File: config.mk
export PLATFORM = sky130hd
export DESIGN_NAME = imem_boot_loader
export DESIGN_NICKNAME = d
export VERILOG_FILES = /design/src/rtl/imem_loader_pkg.sv /design/src/rtl/byte_word_packer.sv /design/src/rtl/imem_boot_loader.sv
export SDC_FILE = /design/constraint.sdc
export NUM_CORES = 1
export LEC_CHECK = 0
export CAP_MARGIN = 20
export CORE_MARGIN = 2
export CORE_UTILIZATION = 50
export CTS_BUF_LIST = sky130_fd_sc_hd__clkbuf_4 sky130_fd_sc_hd__clkbuf_8
export DETAILED_ROUTE_END_ITERATION = 12
export GPL_ROUTABILITY_DRIVEN = 0
export PLACE_DENSITY = 0.83
export SLEW_MARGIN = 15
export SYNTH_ARGS = -nofsm -noshare
export SYNTH_HDL_FRONTEND = slang
export SYNTH_SLANG_ARGS = --single-unit
File: constraint.sdc
create_clock -name clk -period 1.8 [get_ports clk]
set_input_delay 0.36 -clock clk [delete_from_list [all_inputs] [get_ports clk]]
set_output_delay 0.36 -clock clk [all_outputs]
set_load 0.1 [all_outputs]
File: src/rtl/imem_loader_pkg.sv
// Shared state encoding and word/header geometry for the instruction-memory boot loader.
package imem_loader_pkg;

    typedef enum logic [2:0] {
        IDLE,
        HDR0,
        HDR1,
        LOAD,
        CHK,
        RUN,
        ERR
    } loader_state_t;

    localparam int HDR_BYTES      = 2;
    localparam int IMEM_DW        = 32;
    localparam int BYTES_PER_WORD = 4;
    localparam int LANE_W         = $clog2(BYTES_PER_WORD);

endpackage

File: src/rtl/byte_word_packer.sv
// Packs a little-endian byte stream into 32-bit words; word_valid pulses with the 4th byte of each word.
module byte_word_packer
    import imem_loader_pkg::*;
(
    input  logic               clk,
    input  logic               arst,
    input  logic               clear,
    input  logic               byte_valid,
    input  logic [7:0]         byte_data,
    output logic               word_valid,
    output logic [IMEM_DW-1:0] word
);

    logic [LANE_W-1:0]  lane;
    logic [IMEM_DW-9:0] partial;

    // The completing byte is spliced in combinationally so the parent can register the full word on that edge.
    assign word_valid = byte_valid && (lane == LANE_W'(BYTES_PER_WORD - 1));
    assign word       = {byte_data, partial};

    always_ff @(posedge clk or negedge arst) begin
        if (!arst) begin
            lane    <= '0;
            partial <= '0;
        end else if (clear) begin
            lane    <= '0;
        end else if (byte_valid) begin
            lane    <= lane + LANE_W'(1);
            partial <= {byte_data, partial[IMEM_DW-9:8]};
        end
    end

endmodule

File: src/rtl/imem_boot_loader.sv
// Boot loader: header + byte stream -> instruction memory writes, then releases the CPU reset.
// Optional trailing XOR checksum byte enabled by defining LOADER_CHECKSUM_EN.
module imem_boot_loader
    import imem_loader_pkg::*;
#(
    parameter int ADDR_W = 8
) (
    input  logic               clk,
    input  logic               arst,
    input  logic               start,
    input  logic [7:0]         rx_data,
    input  logic               rx_valid,
    output logic               rx_ready,
    output logic               imem_we,
    output logic [ADDR_W-1:0]  imem_addr,
    output logic [IMEM_DW-1:0] imem_wdata,
    output logic               cpu_rst_n,
    output logic               busy,
    output logic               done,
    output logic               error
);

    localparam logic [16:0] DEPTH = 17'(1) << ADDR_W;

    loader_state_t      state;
    loader_state_t      state_next;
    logic [7:0]         count_lo;
    logic [15:0]        n_words;
    logic [15:0]        hdr_count;
    logic [ADDR_W:0]    index;
    logic [16:0]        index_inc;
    logic               load_full;
    logic               xfer;
    logic               byte_to_packer;
    logic               word_valid;
    logic [IMEM_DW-1:0] word;

`ifdef LOADER_CHECKSUM_EN
    localparam loader_state_t AFTER_LOAD = CHK;
    logic [7:0] csum;
`else
    localparam loader_state_t AFTER_LOAD = RUN;
`endif

    // load_full closes the input during the final write strobe so no byte beyond the image is taken.
    assign rx_ready       = (state == HDR0) || (state == HDR1) || (state == CHK) ||
                            ((state == LOAD) && !load_full);
    assign xfer           = rx_valid && rx_ready;
    assign byte_to_packer = xfer && (state == LOAD);
    assign hdr_count      = {rx_data, count_lo};
    assign index_inc      = 17'(index) + 17'd1;

    byte_word_packer u_packer (
        .clk        (clk),
        .arst       (arst),
        .clear      (state != LOAD),
        .byte_valid (byte_to_packer),
        .byte_data  (rx_data),
        .word_valid (word_valid),
        .word       (word)
    );

    always_comb begin
        state_next = state;
        case (state)
            IDLE: if (start) state_next = HDR0;
            HDR0: if (xfer) state_next = HDR1;
            HDR1: begin
                if (xfer) begin
                    if (hdr_count == 16'd0)
                        state_next = AFTER_LOAD;
                    else if (17'(hdr_count) > DEPTH)
                        state_next = ERR;
                    else
                        state_next = LOAD;
                end
            end
            LOAD: if (load_full) state_next = AFTER_LOAD;
`ifdef LOADER_CHECKSUM_EN
            CHK:  if (xfer) state_next = (rx_data == csum) ? RUN : ERR;
`else
            CHK:  state_next = IDLE;
`endif
            RUN:  if (start) state_next = HDR0;
            ERR:  if (start) state_next = HDR0;
            default: state_next = IDLE;
        endcase
    end

    // Status flags follow the next state so they line up with it; cpu_rst_n trails RUN by one cycle.
    always_ff @(posedge clk or negedge arst) begin
        if (!arst) begin
            state     <= IDLE;
            busy      <= 1'b0;
            done      <= 1'b0;
            error     <= 1'b0;
            cpu_rst_n <= 1'b0;
        end else begin
            state     <= state_next;
            busy      <= state_next inside {HDR0, HDR1, LOAD, CHK};
            done      <= (state_next == RUN);
            error     <= (state_next == ERR);
            cpu_rst_n <= (state == RUN);
        end
    end

    always_ff @(posedge clk or negedge arst) begin
        if (!arst) begin
            count_lo   <= '0;
            n_words    <= '0;
            index      <= '0;
            load_full  <= 1'b0;
            imem_we    <= 1'b0;
            imem_addr  <= '0;
            imem_wdata <= '0;
        end else begin
            imem_we <= word_valid;
            if (start && (state inside {IDLE, RUN, ERR})) begin
                index     <= '0;
                load_full <= 1'b0;
            end
            if (xfer && (state == HDR0))
                count_lo <= rx_data;
            if (xfer && (state == HDR1))
                n_words <= hdr_count;
            if (word_valid) begin
                imem_wdata <= word;
                imem_addr  <= index[ADDR_W-1:0];
                index      <= index + (ADDR_W+1)'(1);
                load_full  <= (index_inc == 17'(n_words));
            end
        end
    end

`ifdef LOADER_CHECKSUM_EN
    always_ff @(posedge clk or negedge arst) begin
        if (!arst)
            csum <= '0;
        else if (start && (state inside {IDLE, RUN, ERR}))
            csum <= '0;
        else if (byte_to_packer)
            csum <= csum ^ rx_data;
    end
`endif

endmodule
### After elaboration in Yosys (flattened, before gate mapping)

Cells that the tools add are included.

* word-level logic and storage cells: 66
* input bits: 12
* output and inout bits: 46
* register bits: 108

* bitwise gates (word level): 1
* eq/ne operators: 15
* reductions and logical operators: 19
* mux-type cells: 13
* add/sub/neg operators: 3
* order comparisons: 1

Operators by type and width (number)
* == test 3 bit, second input constant: 6
* two-way mux 3 bit: 6
* two-way mux 9 bit: 2
* == test 10 x 16 -> 1 bit: 1
* > comparator 16 x 9 -> 1 bit, second input constant: 1
* zero test 16 bit: 1
* == test 3 x 2 -> 1 bit, second input constant: 4
* case mux 3 bit (4 select lines): 1
* adder 9 x 1 -> 10 bit, second input constant: 1
* adder 9 x 1 -> 9 bit, second input constant: 1
* logical AND 1 bit: 7
* == test 3 x 1 -> 1 bit, second input constant: 2
* two-way mux 2 bit: 2
* nonzero test 2 bit: 2
* nonzero test 4 bit: 1
* zero test 3 bit: 1
* logical OR 1 bit: 3
* != test 3 x 2 -> 1 bit, second input constant: 1
* nonzero test 3 bit: 1
* OR reduction 3 bit: 1
* adder 2 x 1 -> 2 bit, second input constant: 1
* == test 2 bit, second input constant: 1
* two-way mux 1 bit: 2
* AND reduction 2 bit: 1
* 2 further kinds: 2

### Longest topological paths before layout

Gate-level depths: netlist (run 1).

* depth in word-level cells: 9
* gate-level depth with buffers: 8

### Modules after synthesis

A second synthesis (run 1) with hierarchy kept.

* cells, all modules: 343
* area total of the unflattened synthesis: 4792.1 µm²

By module, submodules not included
* imem_boot_loader: seq. area each 2052.0 µm², area each 3624.7 µm², times used 1, cells an instance 275
* byte_word_packer: seq. area each 650.6 µm², area each 1167.4 µm², times used 1, cells an instance 68

### Worst setup path after synthesis (run 1)

Ideal clock, no wire load.

* path type: flip-flop to output port
* from: register state[1]
* to: output rx_ready
* buffers on the path: 1
* arrival time: 1.438 ns
* setup slack: 0.002 ns
* stages on the path, launching flop included: 4
* cells stage by stage: dfrtp_1 > buf_6 > a21oi_1 > o211a_1

* cells in the longest elaborated chain, start to end: 4
* elaborated cells between the ends (all ways): 8
* classes of those cells: eq/ne: 4; reduce/logical: 4

RTL lines
* start, declared: RTL line imem_boot_loader.sv:25 `loader_state_t state;`
* start signal, assigned: RTL line imem_boot_loader.sv:99 `state <= state_next;`
* == test 3 x 1 -> 1 bit or == test 3 x 2 -> 1 bit (tied branches): RTL line imem_boot_loader.sv:46 `assign rx_ready = (state == HDR0) || (state == HDR1) || (state == CHK) ||`
* logical OR 1 bit (2 in series): RTL line imem_boot_loader.sv:46
* logical OR 1 bit (*): RTL line imem_boot_loader.sv:46
* end, declared: RTL line imem_boot_loader.sv:13 `output logic rx_ready,`

Mark *: on every way between the ends. The rest lies on a longest branch, timed or not.

### Worst setup path after layout (run 1)

Same ends and word-level chain as after synthesis.

==> flow_summary.yaml, run 1 <==
critical_path:
  start_kind: "flip-flop"
  setup.worst_path.end_class: "primary output"
  timing.critical_path.required_ns: 1.44
  critPathLaunch: "state[1]"
  worstRegToRegCells: 6
  worst-endpoint-arrival_ns: 1.54
  setup.worst_path.class: "flip-flop to primary output"
  endpoint: "rx_ready"
  timing.critical_path.fanout_max: 5
  rr_startpoint: "count_lo[6]"
  r2r_slack_ns: -0.06
  worstReg2RegEnd: "busy"
drt:
  drt_first_pass_iters: 6
  postRouteWirelength_mm: 11.9
  detailroute.via_count: 3719
  drt_first_iter_violations: 339
  route.detailed.drc: 0
  route.detailed.wl_per_inst_um: 18.8
  antenna_left: 0
  vias_per_cell: 5.88
sta:
  clock.fmax_mhz: 527
  final.setup.worst_slack_ns: -0.0968
  rsz_0062_raised_after_global_routing: "yes"
  setup_violations: 4
  setup-tns-final_ns: -0.205
  timing_max_transition_violations_final: 0
  worstMarginPinSlew_ns: 0.446
  finalCritPeriodShare: 1.05
  maxSlewHeadroom: 0.700
  worst_clock_skew_ns: 0.00933
  finalHoldViolations: 0
  timing.final.crit_period_ns: 1.90
yosys:
  async_reset_ff_frac: 1.00
  number_of_enable_type_register_cells_in_the_synthesized_netlist: 0
  synth_area_um2: 4580
  ys.flop_type: "sky130_fd_sc_hd__dfrtp_1"
  synth_top_cells_by_count: "136 x sky130_fd_sc_hd__nand2_1, 108 x sky130_fd_sc_hd__dfrtp_1, 47 x sky130_fd_sc_hd__mux2_2, 15 x sky130_fd_sc_hd__o21ai_0, 14 x sky130_fd_sc_hd__nor2_1"
  postSynthNetCount: 436
  synth_seq_area_share: 0.590
  synth_top_area_share: 0.590
  area_leader_netlist: "sky130_fd_sc_hd__dfrtp_1"
  post_synthesis_sequential_element_count: 108
  yosys.cell_count.top_type: "sky130_fd_sc_hd__nand2_1"
  post_synth_inst_count: 422
  postSynthAreaPerCell_um2: 10.8
  ys.warnings.count: 0
  synthDistinctLibCells: 43
  ys_top_cells_by_area: "sky130_fd_sc_hd__dfrtp_1 59%, sky130_fd_sc_hd__mux2_2 12%, sky130_fd_sc_hd__nand2_1 11%, sky130_fd_sc_hd__xnor2_1 1.7%, sky130_fd_sc_hd__o21ai_0 1.6%"
placement:
  portBuffers: 57
  hpwlAfterDp_mm: 7.61
  numPlacedInstances: 605
  dpl_cell_area_um2: 6000
  dpl_worst_slack_ns: -0.437
floorplanning:
  die_w_um: 99.7
  ios: 58
  start_util: 0.520
  fp.dieH_um: 99.7
  die-area_um2: 9940
  std_cell_rows: 34
  coreArea_um2: 8810
layout:
  layout-area-overhead-vs-synth_pct: 39.9
  final_layout_size_suffix_gt1_frac: 0.353
  layoutNonFillerInstCount: 632
  final_cell_area_um2: 6400
  antenna-diode-count: 0
  fin_nets: 534
clock_network:
  clock_path_buffers: 2
  worst_setup_hold_path_clk_slew_ns: 0.10
  cts.sinks: 108
  cts_root_buffer: "sky130_fd_sc_hd__clkbuf_8"
  htree_num_levels: 3
  worst_skew_pair.late_latency_ns: 0.37
  tritoncts: "built"
  cts_buffers: 9
hold_path:
  min_path_type: "input pin to flip-flop"
  cells_on_worst_hold_path: 4
global_route:
  grt_pass1_vias: 3712
  pin_count_of_the_biggest_net_entering_global_routing: 70
  antenna_found_initial: 0
  grt_first_pass_wirelength_mm: 18.1
  grt_remaining_overflow: 0
  grtUsageTotal: 0.234
power_and_ir_drop:
  ir_drop_v: 0.000687
  power.leakage_nw: 3.00
  power_per_cell_area_nw_per_um2: 1210
status:
  violations: "setup timing"
  result_of_the_run: "finished, violations left"
run:
  maxCapViolCount: 0
## critical path, stage by stage (launching register included)
cell                      delay (ns)
sky130_fd_sc_hd__dfrtp_2        0.46
sky130_fd_sc_hd__or3_4          0.39
sky130_fd_sc_hd__o211a_4        0.16
sky130_fd_sc_hd__buf_12         0.16
## layout make-up
| class | instances | area, µm² |
|---|---|---|
| well taps | 108 | 135 |
| flip-flops and latches | 108 | 2710 |
| repair buffers | 105 | 1470 |
| clock buffers | 10 | 131 |
| inverters | 6 | 22.5 |
| multi-input cells | 290 | 1900 |
| fillers | 523 | 2400 |
| clock inverters | 5 | 38.8 |
## stage by stage
step / hold slack [ns] / total power, mW / util
floorplan: 0.0644 / 5.10 / -
global placement: 0.351 / 5.81 / 0.681
detailed placement: 0.356 / 6.02 / 0.681
CTS: 0.475 / 7.48 / 0.709
global route: 0.395 / 8.08 / 0.727
finish: 0.362 / 7.76 / 0.727
## cells in the final DEF (no fill, tap or decap), types with 2 or more instances in the layout
cell                                n
sky130_fd_sc_hd__xnor2_1            9
sky130_fd_sc_hd__dfrtp_1          106
sky130_fd_sc_hd__o31ai_1            7
sky130_fd_sc_hd__and3_1             2
sky130_fd_sc_hd__nor3_1             2
sky130_fd_sc_hd__buf_4             42
sky130_fd_sc_hd__nor4_4             2
sky130_fd_sc_hd__mux2_2            47
sky130_fd_sc_hd__o211ai_1           2
sky130_fd_sc_hd__nor2_2             2
sky130_fd_sc_hd__nand4_1            4
sky130_fd_sc_hd__nor4_1             3
sky130_fd_sc_hd__o21ai_0           14
sky130_fd_sc_hd__clkdlybuf4s50_1    9
sky130_fd_sc_hd__nand3_1            5
sky130_fd_sc_hd__a21oi_1            5
sky130_fd_sc_hd__nand2_2            3
sky130_fd_sc_hd__nor2_1            13
sky130_fd_sc_hd__clkinv_4           2
sky130_fd_sc_hd__dfrtp_2            2
sky130_fd_sc_hd__nand2_1          134
sky130_fd_sc_hd__buf_12            52
sky130_fd_sc_hd__nor3_2             2
sky130_fd_sc_hd__xor2_1             3
sky130_fd_sc_hd__inv_1              5
sky130_fd_sc_hd__mux2i_1            2
sky130_fd_sc_hd__clkbuf_8           9
sky130_fd_sc_hd__and3_4             4
## power breakdown
group | total (mW) | internal [mW] | switching [mW] | leakage (nW)
Sequential | 3.64 | 3.05 | 0.592 | 1.41
Combinational | 2.78 | 1.39 | 1.40 | 1.51
Clock | 1.34 | 0.519 | 0.818 | 0.0861
Total | 7.76 | 4.95 | 2.81 | 3.00
## flip-flops by register name (all words and copies together) (netlist names), 2 cells and up
name and count:
u_packer.lane 2, n_words 16, index 9, u_packer.partial 24
count_lo 8, state 3, imem_addr 8, imem_wdata 32
## repair_timing
action	4_1_cts	5_1_grt
resized for setup	9	21
endpoints found under the hold margin	39	0
setup endpoints to repair	15	6
pin swaps	4	12
setup buffers	4	7
hold buffers	1	0
## cell families (layout without fill, tap and decap cells)
logic type                 count (synthesis)  count (layout)  share of synthesized area
AOI/OAI and AO/OA                         40              40                     0.0579
xor gates and xnor gates                  12              12                     0.0230
adders and majority gates                  2               2                    0.00547
buffers and inverters                     24             126                     0.0241
DFF                                      108             108                      0.590
muxes                                     49              49                      0.120
and+or+nand+nor                          187             187                      0.179
## worst min-delay path by stage
stage | start | end | slack [ns]
2_1_floorplan | arst | busy | 0.06
3_3_place_gp | arst | imem_addr[3] | 0.35
3_5_place_dp | arst | imem_addr[4] | 0.36
4_1_cts | u_packer.partial[1] | imem_wdata[1] | 0.48
5_1_grt | rx_data[1] | imem_wdata[25] | 0.40
6_report | rx_data[1] | imem_wdata[25] | 0.36
## routing by layer
| layer | global-route usage | vias up | share of wire | wire length [µm] |
|---|---|---|---|---|
| met5 | 0 | - | 0 | 0 |
| met4 | 0.114 | 0 | 0.052 | 622 |
| met3 | 0.0408 | 64 | 0.059 | 697 |
| met2 | 0.392 | 211 | 0.50 | 5950 |
| met1 | 0.295 | 1829 | 0.39 | 4600 |
| li1 | - | 1615 | - | - |
No activity file was read; power rests on OpenSTA's default activity.
==> run 2, diff against run 1 <==
--- a/config.mk
+++ b/config.mk
@@ -11,8 +11,10 @@
 export CTS_BUF_LIST = sky130_fd_sc_hd__clkbuf_4 sky130_fd_sc_hd__clkbuf_8
 export DETAILED_ROUTE_END_ITERATION = 12
 export GPL_ROUTABILITY_DRIVEN = 0
+export MAX_ROUTING_LAYER = met4
 export PLACE_DENSITY = 0.83
-export SLEW_MARGIN = 15
+export SKIP_LAST_GASP = 1
+export SLEW_MARGIN = 20
 export SYNTH_ARGS = -nofsm -noshare
 export SYNTH_HDL_FRONTEND = slang
 export SYNTH_SLANG_ARGS = --single-unit
==> run 2 against run 1 <==
  * The flow still finishes with violations (setup timing)
  * Cell area hardly changed
  * Setup slack worse by 0.086 ns
  * Global-route usage increased by 0.70 points
  * Power increased by 0.31%
  * Clock power hardly changed
  * Hold slack worse by 0.0063 ns
  * Critical endpoint is now index[5]
==> flow_summary.yaml, run 2 (same netlist as run 1, synthesis figures left out) <==
global_route:
  groute.layer.met2.usage: 0.391
  grtUsageTotal: 0.241
  grt.met1_usage: 0.296
  grt_pass1_vias: 3700
  grt_remaining_overflow: 0
  pin_count_of_the_biggest_net_entering_global_routing: 70
  grt_first_pass_wirelength_mm: 18.1
  antenna_found_initial: 0
  grt_busiest_layer: "met2"
  groute.layer.met3.usage: 0.0372
sta:
  maxSlewHeadroom: 0.685
  timing_max_transition_violations_final: 0
  finalCritPeriodShare: 1.10
  clock.fmax_mhz: 504
  final.setup.worst_slack_ns: -0.183
  finalHoldViolations: 0
  rsz_0062_raised_after_global_routing: "yes"
  worst_clock_skew_ns: 0.0118
  worstMarginPinSlew_ns: 0.469
  final.hold.worst_slack_ns: 0.355
  setup_violations: 6
  timing.final.crit_period_ns: 1.98
critical_path:
  crit_path_frequent_cell: "sky130_fd_sc_hd__buf_4"
  timing.critical_path.fanout_max: 26
  setup.worst_path.end_class: "flip-flop"
  rr_startpoint: "state[1]"
  setup.worst_path.class: "flip-flop to flip-flop"
  timing.critical_path.slowest_stage_cell: "sky130_fd_sc_hd__dfrtp_2"
  critPathMaxStageDelay_ns: 0.45
  r2r_slack_ns: -0.18
  start_kind: "flip-flop"
  timing.critical_path.required_ns: 2.03
  critical-path-top-delay-family: "buffers and inverters"
  critPathLaunch: "state[1]"
  critical_path.n_buffers_inverters: 3
  critical_path.cell_chain: "buf_4 -> buf_4 -> nand3b_4 -> nor3_4 -> nand2_2 -> buf_4 -> nor2_1 -> o21ai_0 -> o21ai_0"
  worst-endpoint-arrival_ns: 2.22
clock_network:
  cts_buffers: 9
  cts_root_buffer: "sky130_fd_sc_hd__clkbuf_8"
  tritoncts: "built"
  cts.sinks: 108
  worst_setup_hold_path_clk_slew_ns: 0.10
  htree_num_levels: 3
  worst_skew_pair.late_latency_ns: 0.38
  clock_path_buffers: 2
hold_path:
  min_path_type: "input pin to flip-flop"
  holdCritStartpoint: "rx_data[1]"
power_and_ir_drop:
  total_power_mw: 7.78
  power_per_cell_area_nw_per_um2: 1210
  power.leakage_nw: 3.02
  ir_drop_v: 0.000678
layout:
  multi_input_comb_area_um2: 1900
  most_frequent_standard_cell_in_the_layout_excluding_fill_and_tap_cells: "sky130_fd_sc_hd__nand2_1"
  seq_area_um2: 2710
  layout-area-overhead-vs-synth_pct: 40.0
  mostFrequentLayoutCells: "134 x sky130_fd_sc_hd__nand2_1, 106 x sky130_fd_sc_hd__dfrtp_1, 52 x sky130_fd_sc_hd__buf_12"
  final_layout_size_suffix_gt1_frac: 0.353
  top_register: "imem_wdata"
  top_flop_regs: "imem_wdata x32, u_packer.partial x24, n_words x16"
  largest_register_ff_count: 32
  nFillCells: 524
  antenna-diode-count: 0
  fin_nets: 534
run:
  maxCapViolCount: 0
drt:
  postRouteWirelength_mm: 11.9
  drt_first_iter_violations: 283
  vias_per_cell: 5.75
  route.detailed.drc: 0
  drt_first_pass_iters: 5
  route.detailed.wl_per_inst_um: 18.8
  detailroute.via_count: 3633
  antenna_left: 0
floorplanning:
  coreArea_um2: 8810
  start_util: 0.520
  fp.dieH_um: 99.7
  std_cell_rows: 34
  ios: 58
  die-area_um2: 9940
  die_w_um: 99.7
placement:
  dpl_worst_slack_ns: -0.437
  hpwlAfterDp_mm: 7.61
  portBuffers: 57
status:
  violations: "setup timing"
  result_of_the_run: "finished, violations left"
==> run 2: cell types whose count changed in the layout (fill, tap and decap cells not counted) <==
cell,previous run,this run
sky130_fd_sc_hd__clkdlybuf4s50_1,9,7
sky130_fd_sc_hd__dlymetal6s2s_1,1,3
==> run 2: final timing paths <==
check	end	cells after the start
max	index[5]	9
min	imem_wdata[25]	4
max reg2reg	index[5]	9
min reg2reg	imem_wdata[0]	2
max in group asynchronous	u_packer.partial[9]	3
min in group asynchronous	imem_addr[3]	3
==> run 2: timing repair <==
| action | in CTS | in global routing |
|---|---|---|
| buffers inserted | 4 | 7 |
| endpoints found under the hold margin | 39 | 0 |
| gates resized for setup | 9 | 23 |
| hold buffers | 1 | 0 |
| pin swaps | 4 | 13 |
| setup endpoints to repair | 15 | 6 |
==> run 2: where the power goes <==
group          leakage [nW]  switching, mW  internal, mW  total, mW
Sequential             1.41          0.596          3.04       3.64
Combinational          1.53           1.40          1.40       2.80
Clock                0.0861          0.821         0.519       1.34
Total                  3.02           2.82          4.96       7.78
==> run 2: per-layer routing <==
layer | vias to the layer above | wire length (µm) | share of wire
li1 | 1614 | - | -
met1 | 1798 | 4790 | 0.40
met2 | 172 | 5940 | 0.50
met3 | 49 | 612 | 0.052
met4 | 0 | 529 | 0.045
met5 | - | 0 | 0
==> run 2: area by class of cell <==
type                            count  share of cell area
Inverter                            6             0.00351
Clock inverter                      5             0.00605
Clock buffer                       10              0.0205
Timing Repair Buffer              105               0.230
Sequential cell                   108               0.422
Multi-Input combinational cell    290               0.297
Tap cell                          108              0.0211
==> run 2: worst register-to-register path: cells and delay by family, from the launching register on <==
kind | cells | cell delay (ns)
buffers and inverters | 3 | 0.57
AOI/OAI and AO/OA | 2 | 0.46
DFF | 1 | 0.45
and+or+nand+nor | 4 | 0.37
==> run 2: per-stage QoR <==
stage          TNS (ns)  instances  utilization  instance area (µm²)
6_report         -0.446        632        0.728                 6410
5_1_grt          -0.949        632        0.728                 6410
4_1_cts          -0.114        625        0.709                 6240
3_5_place_dp     -11.78        605        0.681                 6000
3_3_place_gp      -6.79        605        0.681                 6000
2_1_floorplan         0        422            -                 4580
